`src/rtl/ann_pkg.sv`:
```
`default_nettype none
// ============================================================================
// Module      : ann_pkg
// Description : Shared types and defaults for the multi-layer ANN sequencer.
// Revision    : 1.0 - initial release
// ============================================================================
package ann_pkg;

    // Default network limits
    localparam int c_max_layers  = 4;
    localparam int c_max_inputs  = 784;
    localparam int c_max_neurons = 64;
    localparam int c_addr_w      = 16;

    // Widths of the index/count buses for the default limits
    localparam int c_layer_w = $clog2(c_max_layers + 1);
    localparam int c_in_w    = $clog2(c_max_inputs + 1);
    localparam int c_neu_w   = $clog2(c_max_neurons + 1);

    // Sequencer states
    typedef enum logic [2:0] {
        S_IDLE       = 3'd0,
        S_LOAD_LAYER = 3'd1,
        S_REQ        = 3'd2,
        S_STORE      = 3'd3,
        S_LAYER_END  = 3'd4,
        S_DONE       = 3'd5,
        S_ERR        = 3'd6
    } state_t;

endpackage
`default_nettype wire

```
`src/rtl/ann_flex_counter.sv`:
```
`default_nettype none
// ============================================================================
// Module      : ann_flex_counter
// Description : Up-counter with synchronous clear, count enable and a
//               run-time rollover value. The rollover flag is high whenever
//               the count sits on the rollover value, so the next enabled
//               count returns to zero.
// Revision    : 1.0 - initial release
// ============================================================================
module ann_flex_counter
    import ann_pkg::*;
#(
    parameter int WIDTH = 4
) (
    input  logic             clk,
    input  logic             n_rst,
    input  logic             i_clear,
    input  logic             i_count_en,
    input  logic [WIDTH-1:0] i_rollover_val,
    output logic [WIDTH-1:0] o_count,
    output logic             o_rollover_flag
);

    logic [WIDTH-1:0] r_count;

    // Count register: clear dominates enable; wrap to zero at the rollover value
    always_ff @(posedge clk) begin
        if (!n_rst) begin
            r_count <= '0;
        end else if (i_clear) begin
            r_count <= '0;
        end else if (i_count_en) begin
            if (r_count == i_rollover_val) begin
                r_count <= '0;
            end else begin
                r_count <= r_count + WIDTH'(1);
            end
        end
    end

    assign o_count         = r_count;
    assign o_rollover_flag = (r_count == i_rollover_val);

endmodule
`default_nettype wire

```
`src/rtl/ann_seq_controller.sv`:
```
`default_nettype none
// ============================================================================
// Module      : ann_seq_controller
// Description : Sequences a fully-connected network of up to MAX_LAYERS
//               layers over one shared MAC. Per neuron it fetches every
//               coefficient, strobes the MAC per ack, stores the activated
//               result and swaps activation buffers between layers. Layer
//               sizes come from an external combinational size ROM.
// Revision    : 1.0 - initial release
// ============================================================================
module ann_seq_controller
    import ann_pkg::*;
#(
    parameter int MAX_LAYERS  = c_max_layers,
    parameter int MAX_INPUTS  = c_max_inputs,
    parameter int MAX_NEURONS = c_max_neurons,
    parameter int ADDR_W      = c_addr_w,
    parameter int LAYER_W     = $clog2(MAX_LAYERS + 1),
    parameter int IN_W        = $clog2(MAX_INPUTS + 1),
    parameter int NEU_W       = $clog2(MAX_NEURONS + 1)
) (
    input  logic               clk,
    input  logic               n_rst,
    input  logic               image_loaded,
    input  logic               start,
    input  logic               abort,
    input  logic [LAYER_W-1:0] num_layers,
    input  logic [IN_W-1:0]    layer_in_cnt,
    input  logic [NEU_W-1:0]   layer_out_cnt,
    input  logic               coeff_valid,
    output logic [LAYER_W-1:0] layer_idx,
    output logic [NEU_W-1:0]   neuron_idx,
    output logic [IN_W-1:0]    input_idx,
    output logic [ADDR_W-1:0]  coeff_addr,
    output logic               request,
    output logic               mac_en,
    output logic               acc_clear,
    output logic               store_out,
    output logic               swap_buf,
    output logic               busy,
    output logic               done,
    output logic               error
);

    localparam logic [IN_W-1:0]  c_in_max  = IN_W'(MAX_INPUTS);
    localparam logic [NEU_W-1:0] c_neu_max = NEU_W'(MAX_NEURONS);

    state_t               r_state;
    state_t               w_next_state;
    logic [LAYER_W-1:0]   r_num_layers;
    logic [IN_W-1:0]      r_in_cnt;
    logic [NEU_W-1:0]     r_out_cnt;
    logic [ADDR_W-1:0]    r_coeff_addr;

    logic w_accept;
    logic w_ack;
    logic w_clear_idx;
    logic w_cfg_bad;
    logic w_in_last;
    logic w_neu_last;
    logic w_layer_last;
    logic w_layer_step;

    // A start is taken only from IDLE with a full image buffer
    assign w_accept     = (r_state == S_IDLE) && start && image_loaded;
    // One coefficient consumed: only meaningful while requesting
    assign w_ack        = (r_state == S_REQ) && coeff_valid;
    // Indices restart on a new inference and on abort
    assign w_clear_idx  = w_accept || abort;
    // Layer index moves on only when another layer follows
    assign w_layer_step = (r_state == S_LAYER_END) && !w_layer_last;

    // Configuration check uses the live ROM values seen during LOAD_LAYER
    assign w_cfg_bad = (r_num_layers == '0)
                    || (layer_in_cnt == '0)
                    || (layer_out_cnt == '0)
                    || (layer_in_cnt > c_in_max)
                    || (layer_out_cnt > c_neu_max);

    ann_flex_counter #(.WIDTH(IN_W)) u_input_cnt (
        .clk             (clk),
        .n_rst           (n_rst),
        .i_clear         (w_clear_idx),
        .i_count_en      (w_ack),
        .i_rollover_val  (r_in_cnt - IN_W'(1)),
        .o_count         (input_idx),
        .o_rollover_flag (w_in_last)
    );

    ann_flex_counter #(.WIDTH(NEU_W)) u_neuron_cnt (
        .clk             (clk),
        .n_rst           (n_rst),
        .i_clear         (w_clear_idx),
        .i_count_en      (r_state == S_STORE),
        .i_rollover_val  (r_out_cnt - NEU_W'(1)),
        .o_count         (neuron_idx),
        .o_rollover_flag (w_neu_last)
    );

    ann_flex_counter #(.WIDTH(LAYER_W)) u_layer_cnt (
        .clk             (clk),
        .n_rst           (n_rst),
        .i_clear         (w_clear_idx),
        .i_count_en      (w_layer_step),
        .i_rollover_val  (r_num_layers - LAYER_W'(1)),
        .o_count         (layer_idx),
        .o_rollover_flag (w_layer_last)
    );

    // State register
    always_ff @(posedge clk) begin
        if (!n_rst) begin
            r_state <= S_IDLE;
        end else begin
            r_state <= w_next_state;
        end
    end

    // Layer count is captured at start and survives abort
    always_ff @(posedge clk) begin
        if (!n_rst) begin
            r_num_layers <= '0;
        end else if (w_accept && !abort) begin
            r_num_layers <= num_layers;
        end
    end

    // Capture this layer's sizes from the size ROM during LOAD_LAYER
    always_ff @(posedge clk) begin
        if (!n_rst) begin
            r_in_cnt  <= '0;
            r_out_cnt <= '0;
        end else if (r_state == S_LOAD_LAYER) begin
            r_in_cnt  <= layer_in_cnt;
            r_out_cnt <= layer_out_cnt;
        end
    end

    // Linear coefficient address advances once per ack and wraps naturally
    always_ff @(posedge clk) begin
        if (!n_rst) begin
            r_coeff_addr <= '0;
        end else if (w_clear_idx) begin
            r_coeff_addr <= '0;
        end else if (w_ack) begin
            r_coeff_addr <= r_coeff_addr + ADDR_W'(1);
        end
    end

    assign coeff_addr = r_coeff_addr;

    // Next-state selection; abort overrides every other transition
    always_comb begin
        w_next_state = r_state;
        case (r_state)
            S_IDLE: begin
                if (start && image_loaded) begin
                    w_next_state = S_LOAD_LAYER;
                end
            end
            S_LOAD_LAYER: begin
                w_next_state = w_cfg_bad ? S_ERR : S_REQ;
            end
            S_REQ: begin
                if (coeff_valid && w_in_last) begin
                    w_next_state = S_STORE;
                end
            end
            S_STORE: begin
                w_next_state = w_neu_last ? S_LAYER_END : S_REQ;
            end
            S_LAYER_END: begin
                w_next_state = w_layer_last ? S_DONE : S_LOAD_LAYER;
            end
            S_DONE:  w_next_state = S_IDLE;
            S_ERR:   w_next_state = S_IDLE;
            default: w_next_state = S_IDLE;
        endcase
        if (abort) begin
            w_next_state = S_IDLE;
        end
    end

    // Strobes decoded from the current state; mac_en follows the ack directly
    always_comb begin
        request   = 1'b0;
        mac_en    = 1'b0;
        acc_clear = 1'b0;
        store_out = 1'b0;
        swap_buf  = 1'b0;
        done      = 1'b0;
        error     = 1'b0;
        busy      = (r_state != S_IDLE);
        case (r_state)
            S_LOAD_LAYER: acc_clear = 1'b1;
            S_REQ: begin
                request = 1'b1;
                mac_en  = coeff_valid;
            end
            S_STORE: begin
                store_out = 1'b1;
                acc_clear = 1'b1;
            end
            S_LAYER_END: swap_buf = 1'b1;
            S_DONE:      done     = 1'b1;
            S_ERR:       error    = 1'b1;
            default: ;
        endcase
    end

endmodule
`default_nettype wire

```
`config.mk`:
```
export PLATFORM = sky130hd
export DESIGN_NAME = ann_seq_controller
export DESIGN_NICKNAME = d
export VERILOG_FILES = /design/src/rtl/ann_pkg.sv /design/src/rtl/ann_flex_counter.sv /design/src/rtl/ann_seq_controller.sv
export SDC_FILE = /design/constraint.sdc
export NUM_CORES = 1
export LEC_CHECK = 0
export CORE_UTILIZATION = 40
export DETAILED_ROUTE_END_ITERATION = 8
export GPL_TIMING_DRIVEN = 0
export MAX_ROUTING_LAYER = met4
export PLACE_DENSITY = 0.72
export SETUP_SLACK_MARGIN = 0.1
export SYNTH_ARGS = -nofsm -noshare
export SYNTH_HDL_FRONTEND = slang
export SYNTH_SLANG_ARGS = --single-unit
```
`constraint.sdc`:
```
create_clock -name clk -period 1.99 [get_ports clk]
set_input_delay 0.2985 -clock clk [delete_from_list [all_inputs] [get_ports clk]]
set_output_delay 0.2985 -clock clk [all_outputs]
set_load 0.005 [all_outputs]
```
==> run_results.csv <==
group,metric,value,unit
routing,via_per_inst,5.275,
routing,dr_total_vias,3207,
synthesis,synth_nets,426,
outcome,status,"complete, but fails checks",
routing,ant_nets,0,
synthesis,netlist_area,3236,sq um
critical_path,worst-r2r-setup-slack,-0.05,ns
floorplan,die_h,91.94,um
critical_path,cp-startpoint,"r_in_cnt[2]",
outcome,violations,"setup timing",
timing,finalMaxSlewViolations,0,
floorplan,core,7767,sq um
timing,hold_viol_final,0,
critical_path,startpoint_type,"register",
global_route,antenna_found_initial,0,
clock_network,insertion_delay,0.34,ns
clock_network,root_buffer,"clkbuf_8",
synthesis,yosysUniqueCellTypes,53,
clock_network,numCtsBuffers,9,
global_route,grt_pass1_wl,14.63,mm
timing,slew_headroom,0.6812,
final_layout,areaGrowthSynthToFinish,47.99,%
worst_hold_path,holdPathEnd,"r_num_layers[2]",
critical_path,required,2.21,ns
synthesis,synth_edf_count,0,
final_layout,fin_area,4788,sq um
place,placed_cell_area,4101,sq um
critical_path,r2r_start,"r_in_cnt[2]",
synthesis,synthCells,392,
clock_network,cts_tree,"built",
pwr,power_density,569.3,nW/um^2
timing,finalClockSkew,0.007501,ns
worst_hold_path,holdPathStages,2,
pwr,comb_power_share,0.119,
pwr,power.share.switching,0.2428,
flow_run,max-cap-violations,0,
floorplan,dieArea,8453,sq um
floorplan,die_x,91.94,um
pwr,power_switching,0.6618,mW
timing,finalCritPeriodShare,1.024,
routing,drtPass1Iterations,4,
final_layout,layout_common_cells,"65 x nand2_1, 65 x clkdlybuf4s50_1, 48 x dfxtp_1",
routing,routed_wl,8.954,mm
synthesis,avgSynthCellArea,8.254,sq um
critical_path,cp.arrival,2.26,ns
synthesis,synthArstFlopShare,0,
final_layout,nets,535,
synthesis,synth-seq-cells,59,
pwr,internal_power,2.064,mW
critical_path,r2r_end,"u_input_cnt.o_count[9]",
final_layout,fillers,657,
routing,wl_per_cell,14.73,um
synthesis,synth_seq_area_share,0.3650,
pwr,share_seq_of_total_power,0.445,
global_route,track_usage,0.2255,
timing,worst_pin_slew,0.4782,ns
global_route,gr-total-overflow,0,
critical_path,cp-end-kind,"register",
timing,rsz0062_at_grt,"yes",
synthesis,synth-main-ff-cell,"dfxtp_1",
pwr,power.leakage,1.819,nW
routing,initialDrtViolationCount,133,
timing,fin_ws,-0.04697,ns
clock_network,htree_levels,3,
floorplan,initial_core_util,0.4166,
global_route,grt_start_max_net_pins,11,
timing,min_period,2.037,ns
worst_hold_path,hold_start,"r_num_layers[2]",
clock_network,clk_pin_slew,0.07,ns
place,dp_hpwl,5.972,mm
final_layout,antennaDiodeCount,0,
synthesis,yosys_warnings,0,
global_route,grt_pass1_vias,3102,
final_layout,drive_above_1_share,0.2292,
place,gp_congestion,0.8846,
clock_network,cts.sinks,59,
floorplan,ios,70,
place,portBuffers,69,
pwr,clkPwrFrac,0.436,
critical_path,path_class,"register to register",
clock_network,clock_path_buffers,2,
floorplan,num_rows,32,
pwr,total_power,2.726,mW
worst_hold_path,hold_class,"register to register",
timing,fmax,490.9,MHz
routing,drc,0,
pwr,ir_drop,0.3975,mV
critical_path,path_max_fanout,6,
timing,finalSetupViolCount,9,
critical_path,reg2regPathDepth,8,
## per-stage QoR
| step | worst slack (ns) | hold WS, ns | utilization | instances | setup TNS, ns |
|---|---|---|---|---|---|
| 2_1_floorplan | 0.08022 | 0.4359 | - | 392 | 0 |
| 3_3_place_gp | -0.2131 | 0.4685 | 0.5280 | 563 | -1.320 |
| 3_5_place_dp | -0.2203 | 0.4834 | 0.5280 | 563 | -1.814 |
| 4_1_cts | -0.06250 | 0.4978 | 0.5923 | 599 | -0.4234 |
| 5_1_grt | -0.1832 | 0.5259 | 0.6165 | 608 | -1.990 |
| 6_report | -0.04697 | 0.4958 | 0.6165 | 608 | -0.3421 |
## logic make-up (layout without fill, tap and decap cells)
kind of cell | Yosys count | after routing | synth area share
AND/OR/NAND/NOR | 182 | 182 | 0.2877
adder cells (fa/ha/maj) | 8 | 8 | 0.03094
buffers and inverters | 30 | 144 | 0.03905
flip-flops | 59 | 59 | 0.3650
multiplexers | 1 | 1 | 0.003094
XOR/XNOR | 50 | 50 | 0.1400
AO/OA/AOI/OAI | 62 | 62 | 0.1342
## worst max path at each step
stage	to	slack, ns	cells past startpoint
after global placement	mac_en	-0.21	5
after CTS	u_input_cnt.o_count[9]	-0.06	9
after floorplan	u_neuron_cnt.o_count[5]	0.08	8
final	u_input_cnt.o_count[9]	-0.05	8
after detailed placement	mac_en	-0.22	5
after global routing	u_input_cnt.o_count[3]	-0.18	7
## power by group through the flow
stage	logic [mW]	registers (mW)	clock network, mW
floorplan	0.163	1.23	0
global placement	0.257	1.24	0
detailed placement	0.263	1.24	0
CTS	0.298	1.21	1.20
global route	0.352	1.21	1.27
finish	0.326	1.21	1.19
## critical path: stages, from the launching register on
cell and delay, ns:
dfxtp_2 0.37, nor3_4 0.30, buf_4 0.17, nand3_1 0.08
xor2_1 0.16, o311a_4 0.41, nor3_4 0.23, buf_6 0.14
nor3_1 0.04
## area by class of cell
type	count	area, sq um	share of cell area
multi-input cells	303	2158	0.4507
inverters	15	63.81	0.01333
clock inverters	5	77.57	0.01620
plain buffers	15	97.59	0.02038
repair buffers	98	932.1	0.1947
clock buffers	11	131.4	0.02744
flip-flops and latches	59	1200	0.2506
well taps	102	127.6	0.02665
## flip-flops by register name, summed over array words and instances (netlist names)
register / cells
u_layer_cnt.o_count: 3
u_input_cnt.o_count: 10
r_state: 3
r_num_layers: 3
r_in_cnt: 10
r_out_cnt: 7
u_neuron_cnt.o_count: 7
coeff_addr: 16
## synthesized netlist by cell type, types with 2 or more instances
cell type / instances / area [sq um]
clkbuf_1: 8 / 30.03
nand2_1: 67 / 251.5
and3_1: 12 / 75.07
nor2b_1: 5 / 31.28
o211ai_1: 3 / 22.52
nand3_1: 15 / 75.07
ha_1: 8 / 100.1
nor3_4: 2 / 32.53
nor2_1: 27 / 101.4
or3_1: 4 / 25.02
a211o_1: 2 / 17.52
buf_1: 3 / 11.26
nand4_1: 7 / 43.79
buf_2: 3 / 15.01
o21ai_0: 13 / 65.06
nor3b_1: 3 / 22.52
dfxtp_1: 59 / 1181
a31oi_1: 3 / 18.77
a21oi_1: 11 / 55.05
inv_1: 14 / 52.55
xor2_1: 28 / 245.2
a21boi_0: 20 / 150.1
xnor2_1: 21 / 183.9
and4_1: 3 / 26.28
and2_1: 2 / 12.51
nor3_1: 22 / 110.1
## routing by layer
metal / wire length [um] / share of wire / up-vias / track usage
li1: - / - / 1575 / -
met2: 4396 / 0.49 / 102 / 0.3750
met1: 3768 / 0.42 / 1507 / 0.2596
met3: 567 / 0.063 / 23 / 0.06136
met4: 222 / 0.025 / 0 / 0.08333
met5: 0 / 0 / - / -
## repair_timing
item	in CTS	in global routing
cloned	1	0
pin swaps	13	17
hold buffers	0	0
gates resized for setup	40	40
buffers inserted	19	10
setup endpoints to repair	44	48
Note: power is estimated with default switching activity, not from simulation.
